<file path="config.mk">
export PLATFORM = sky130hd
export DESIGN_NAME = store_fifo_port
export DESIGN_NICKNAME = d
export VERILOG_FILES = /design/src/rtl/store_fifo_port.sv
export SDC_FILE = /design/constraint.sdc
export NUM_CORES = 1
export LEC_CHECK = 0
export ABC_CLOCK_PERIOD_IN_PS = 3800
export BUFFER_PORTS_ARGS = -buffer_cell sky130_fd_sc_hd__buf_2
export CAP_MARGIN = 20
export CORE_ASPECT_RATIO = 1.2
export CORE_MARGIN = 5
export CORE_UTILIZATION = 60
export DETAILED_ROUTE_END_ITERATION = 16
export PLACE_DENSITY_LB_ADDON = 0.25
export SLEW_MARGIN = 30
export SYNTH_ARGS = -nofsm -noshare
export SYNTH_HDL_FRONTEND = slang
export SYNTH_SLANG_ARGS = --single-unit
</file>
<file path="constraint.sdc">
create_clock -name clk -period 3.8 [get_ports clk]
set_input_delay 0.76 -clock clk [delete_from_list [all_inputs] [get_ports clk]]
set_output_delay 0.76 -clock clk [all_outputs]
set_load 0.02 [all_outputs]
</file>
<file path="src/rtl/store_fifo_port.sv">
// store_fifo_port: snoops data-memory stores in an address window and queues them.
// Optional saturating drop counter enabled by defining STOREQ_DROPCNT_EN.
module store_fifo_port #(
    parameter int          DEPTH = 8,
    parameter logic [31:0] BASE  = 32'h0000_0100,
    parameter logic [31:0] MASK  = 32'hFFFF_FF00
) (
    input  logic                     clk,
    input  logic                     reset,
    input  logic                     memwrite,
    input  logic [31:0]              dataadr,
    input  logic [31:0]              writedata,
    output logic                     out_valid,
    input  logic                     out_ready,
    output logic [31:0]              out_data,
    output logic [7:0]               out_addr,
    output logic [$clog2(DEPTH):0]   count,
    output logic                     overflow,
    input  logic                     clear_ovf,
    output logic [7:0]               dropcnt
);
    localparam int AW = $clog2(DEPTH);
    localparam int CW = AW + 1;

    logic [39:0]   mem_q [DEPTH];
    logic [AW-1:0] wp_q, wp_d;
    logic [AW-1:0] rp_q, rp_d;
    logic [CW-1:0] count_q, count_d;
    logic          ovf_q, ovf_d;
    logic          push, pop, full, push_ok, drop;
    logic [39:0]   head;

    assign push    = memwrite & ((dataadr & MASK) == BASE);
    assign full    = (count_q == CW'(DEPTH));
    assign out_valid = (count_q != '0);
    assign pop     = out_valid & out_ready;
    // A full queue still accepts a store when the head leaves in the same cycle.
    assign push_ok = push & (~full | pop);
    assign drop    = push & full & ~pop;

    assign head     = mem_q[rp_q];
    assign out_data = out_valid ? head[31:0] : 32'h0;
    assign out_addr = out_valid ? head[39:32] : 8'h0;
    assign count    = count_q;
    assign overflow = ovf_q;

    // Next-state for pointers, occupancy and the sticky overflow flag.
    always_comb begin
        wp_d    = wp_q;
        rp_d    = rp_q;
        count_d = count_q;
        ovf_d   = ovf_q;
        if (push_ok) wp_d = wp_q + AW'(1);
        if (pop)     rp_d = rp_q + AW'(1);
        if (push_ok && !pop)      count_d = count_q + CW'(1);
        else if (pop && !push_ok) count_d = count_q - CW'(1);
        if (drop)           ovf_d = 1'b1;
        else if (clear_ovf) ovf_d = 1'b0;
    end

    // Control state register, cleared asynchronously.
    always_ff @(posedge clk or posedge reset) begin
        if (reset) begin
            wp_q    <= '0;
            rp_q    <= '0;
            count_q <= '0;
            ovf_q   <= 1'b0;
        end else begin
            wp_q    <= wp_d;
            rp_q    <= rp_d;
            count_q <= count_d;
            ovf_q   <= ovf_d;
        end
    end

    // Entry storage; contents need no reset since count gates visibility.
    always_ff @(posedge clk) begin
        if (push_ok) mem_q[wp_q] <= {dataadr[7:0], writedata};
    end

`ifdef STOREQ_DROPCNT_EN
    logic [7:0] dropcnt_q, dropcnt_d;

    // Saturating drop counter; a drop coinciding with a clear counts as one.
    always_comb begin
        dropcnt_d = dropcnt_q;
        if (clear_ovf)                       dropcnt_d = drop ? 8'd1 : 8'd0;
        else if (drop && dropcnt_q != 8'hFF) dropcnt_d = dropcnt_q + 8'd1;
    end

    // Drop counter register.
    always_ff @(posedge clk or posedge reset) begin
        if (reset) dropcnt_q <= 8'h00;
        else       dropcnt_q <= dropcnt_d;
    end

    assign dropcnt = dropcnt_q;
`else
    assign dropcnt = 8'h00;
`endif

endmodule

</file>
Word-level counts from Yosys, hierarchy flattened
Memories as Yosys holds them, arrays and structs flattened.
Cells that the tools add are included.
{ "totals": {"regBits": 11, "out_inout_bits": 54, "mem_count": 1, "word_cells": 34, "ramBits": 320} }
{ "classes": {"muxes": 8, "bitwise": 8, "reduce_logical": 7, "n_eq_ne": 2, "add_sub_neg": 4} }
{ "memory_table": {"columns": ["memory", "words", "width", "read_ports", "rd_clocked_by_memory_dff", "wr", "line_no", "text"], "rows": [
  ["mem_q", 8, 40, 1, 0, 1, "25", "logic [39:0] mem_q [DEPTH];"]
]} }
{ "ops": {"columns": ["op", "count"], "rows": [
  ["32-bit two-way mux", 1],
  ["24-bit by 1-bit == test with 1-bit output, second input constant", 1],
  ["4-bit two-way mux", 2],
  ["8-bit two-way mux", 1],
  ["3-bit by 1-bit adder with 3-bit output, second input constant", 2],
  ["1-bit AND", 5],
  ["4-bit by 1-bit adder with 4-bit output, second input constant", 1],
  ["4-bit == test, second input constant", 1],
  ["1-bit two-way mux", 4],
  ["2-bit nonzero test", 2],
  ["4-bit nonzero test", 1],
  ["4-bit by 1-bit subtractor with 4-bit output, second input constant", 1],
  ["1-bit logical AND", 2],
  ["1-bit logical NOT", 2],
  ["1-bit inverter", 2],
  ["1-bit OR", 1]
]} }

Longest topological paths before layout
{ "depth": {"depth_word": 8, "depth_mapped": 11, "ltp_nobuf": 10} }

Least setup slack after synthesis
Ideal clock, no wire load.
{ "synth_path": {"path_kind": "input port to flip-flop", "startpoint": "input port dataadr[11]", "endpoint": "memory mem_q[4][0], enable pin", "setup_slack_ns": 0.764, "t_arrival_ns": 2.634, "setup_time_ns": 0.402, "required_time_ns": 3.398, "path_stages": 5, "path_cell_list": "nor4_1 nand4_1 nor3_2 buf_4 and4bb_1"} }
{ "synth_between": {"elab_chain_cells": 5} }
{ "synth_lines": {"columns": ["item", "line_no", "text"], "rows": [
  ["start, declared", "11", "input logic [31:0] dataadr,"],
  ["24-bit by 1-bit == test with 1-bit output", "33", "assign push = memwrite & ((dataadr & MASK) == BASE);"],
  ["1-bit AND", "33", null],
  ["1-bit AND", "38", "assign push_ok = push & (~full | pop);"],
  ["net push_ok", "30", "logic push, pop, full, push_ok, drop;"],
  ["1-bit two-way mux", "78", "if (push_ok) mem_q[wp_q] <= {dataadr[7:0], writedata};"],
  ["1-bit two-way mux (not written as such)", "78", null],
  ["end, declared", "25", null]
]} }
The timed path passes the listed nets, and every way through them passes these cells.

Final worst setup path
{ "layout_path": {"startpoint": "register rp_q[1]", "endpoint": "output port out_data[7]"} }
{ "layout_between": {"elab_chain_cells": 2} }
{ "layout_lines": {"columns": ["item", "line_no", "text"], "rows": [
  ["start, declared", "27", "logic [AW-1:0] rp_q, rp_d;"],
  ["start signal, assigned", "70", "rp_q <= rp_d;"],
  ["memory 8 x 40 bit", null, null],
  ["32-bit two-way mux", "42", "assign out_data = out_valid ? head[31:0] : 32'h0;"],
  ["end, declared", "15", "output logic [31:0] out_data,"]
]} }
Every way passes these cells.

==> results.ini <==
[finish]
nFillCells = 1291
final_cell_count_no_fill = 1015
areaGrowthSynthToFinish_pct = 15.3
nNetsFinal = 793
drive_gt1_share_pct = 36.9

[worst_setup_path]
crit_type = flop to primary output
arrival_ns = 2.53
critPathSlowestCell = dfrtp_4
crit_chain = buf_16 -> buf_4 -> mux4_2 -> mux2i_1 -> nor2_1 -> buf_2
critPathLaunchType = flop
critPathMaxFanout = 44
worst_path_dominant_cell_family = flip-flops
slowest_delay_ns = 0.79
path_buf_inv = 3
crit_required_ns = 3.04
end_kind = primary output

[yosys]
async_reset_ff_share_pct = 3.32
ys_seq_elements = 331
synth_area_per_cell_um2 = 22.2
synth.area.top_cells = edfxtp_1 (75%), mux4_2 (14%), mux2i_1 (3.2%)
synth.distinct_cells = 36
ys_seq_area_share_pct = 76.6
yosysMostFrequentCell = edfxtp_1
ys.flop_type = edfxtp_1
synth_area_mm2 = 0.0129
syn_inst = 582
yosysTopAreaCell = edfxtp_1
synth-edff-count = 320
yosysTopAreaCellShare_pct = 74.5
ys_top_cells_by_count = edfxtp_1 (320), mux4_2 (80), nor2_1 (45), mux2i_1 (41), buf_4 (17)
ys_warn_count = 0

[grt]
antenna_found_initial = 4
grt_overflow = 0
grt_pass1_wl_um = 39200
gr-usage-all-layers_pct = 21.3
grt_start_max_net_pins = 45
grt_pass1_vias = 6762

[timing]
slew_headroom_pct = 55.6
holdWs_ns = 0.219
setup-violations-final = 0
postLayoutSetupSlackWorst_ns = 0.509
fin_crit_sh_pct = 86.6
hold_viol_final = 0
fmax_mhz = 304
skew_ns = 0.00792
worst_pin_slew_ns = 0.666
setup-tns-final_ns = 0
maxSlewViolCount = 0
fin_crit_ns = 3.29
rsz0062_at_grt = no

[routing]
drt_iter0_drc = 405
viasPerCell = 6.00
met3WireLength_um = 1390
drc = 0
vias = 6089
routed_wl_um = 25100
dr.pass1.iters = 5
wire_per_inst_um = 24.7
route.met2.wl_um = 13400
ant_nets = 0
drt-met1-wl_um = 9710
top_layer = met5

[pwr]
p_per_area_mw_per_mm2 = 466
totalPowerFinal_mw = 6.93
leakage_nw = 4.91
ir_drop_v = 0.000440

[clock_tree]
cts_resized = 0
h-tree-depth = 1
path_clk_slew_ns = 0.06
insertion_delay_ns = 0.54
cts.sinks = 331
post_cts_buffers = 0
root_buffer = clkbuf_16
cts_tree = yes
hold_buffers = 0
cts_buffers = 30
clock_path_buffers = 3

[place]
place_congestion = 0.758
place_ws_ns = 0.417
dpl.hpwl_um = 14600
place.port_buffers = 114
dp_cells = 956

[floorplanning]
die_h_um = 171
die_w_um = 144
start_util_pct = 61.3
rows = 58
ios = 123
die-area_mm2 = 0.0245
coreArea_mm2 = 0.0210

[status]
outcome = completed

[worst_hold_path]
hold_path_class = input port to async pin

[run]
cap_viol_max_count = 0

-- cells by family (layout without fill, tap and decap cells) --
logic type | Yosys count | in the layout | synth area share (%)
flops | 331 | 331 | 76.6
compound gates | 4 | 4 | 0.204
fa+ha+maj | 6 | 6 | 0.640
other cells | 1 | 11 | 0.0291
mux | 124 | 124 | 17.4
xor+xnor | 7 | 7 | 0.475
simple gates | 69 | 69 | 2.85
buf+inv | 40 | 193 | 1.75
-- flip-flops by register name, summed over array words and instances (netlist names) --
| register | flops |
|---|---|
| count | 4 |
| mem_q | 320 |
| overflow | 1 |
| rp_q | 3 |
| wp_q | 3 |
-- layer usage --
metal | track usage (%) | vias up
li1 | - | 2665
met1 | 28.6 | 3194
met2 | 36.5 | 182
met3 | 3.94 | 44
met4 | 5.65 | 4
met5 | 0 | -
-- final cells by class --
cell class	instances	area, um^2	share of cell area, %
Sequential cell	331	9890	66.5
Inverter	4	15.0	0.101
Clock inverter	13	82.6	0.555
Multi-Input combinational cell	218	2830	19.0
Tap cell	270	338	2.27
Clock buffer	43	861	5.79
Antenna cell	3	7.51	0.0505
Timing Repair Buffer	133	846	5.69
-- power breakdown --
| part | switching (mW) | leakage [nW] | total (mW) | internal, mW |
|---|---|---|---|---|
| clock network | 1.22 | 0.467 | 2.85 | 1.63 |
| registers | 0.00000166 | 3.02 | 4.00 | 4.00 |
| logic | 0.0585 | 1.42 | 0.0853 | 0.0268 |
-- worst register-to-register path, delay by kind of cell (launching register included) --
family	cells	cell delay, ns
compound gates	2	0.39
mux	1	0.28
xor+xnor	1	0.15
buf+inv	1	0.09
flops	1	0.53
simple gates	2	0.67
fa+ha+maj	2	0.57
-- placed cells by master (no fill, tap or decap), types with 2 or more instances in the layout --
cell	count
clkinv_2	6
clkbuf_1	8
nand2_1	2
clkinv_1	6
nor2_1	45
clkbuf_8	4
xor2_1	2
xnor2_1	5
nor4_1	3
clkbuf_16	31
and4b_2	3
buf_2	114
mux2_2	3
and4bb_2	2
ha_1	5
inv_1	3
edfxtp_1	320
nand3_1	2
dfrtp_1	8
buf_12	9
conb_1	8
mux4_2	80
nor4_2	2
buf_4	9
diode_2	3
mux2i_1	41
dfrtp_4	2
-- worst paths after layout --
check / slack [ns] / depth (start not counted) / startpoint / to
hold / removal: 0.22 / 2 / reset / count[0]
max in group asynchronous: 3.24 / 2 / reset / rp_q[1]
hold reg to reg: 0.52 / 1 / overflow / overflow
setup / recovery: 0.51 / 6 / rp_q[1] / out_data[7]
setup reg to reg: 1.05 / 9 / count[0] / count[3]
min in group clk: 0.49 / 1 / writedata[8] / mem_q[5][8]
-- through the flow --
stage / util [%] / area [um^2]
global route: 70.7 / 14900
detailed placement: 66.2 / 13900
finish: 70.7 / 14900
floorplan: - / 12900
global placement: 66.0 / 13900
CTS: 70.6 / 14900
No activity file was read; power rests on OpenSTA's default activity.
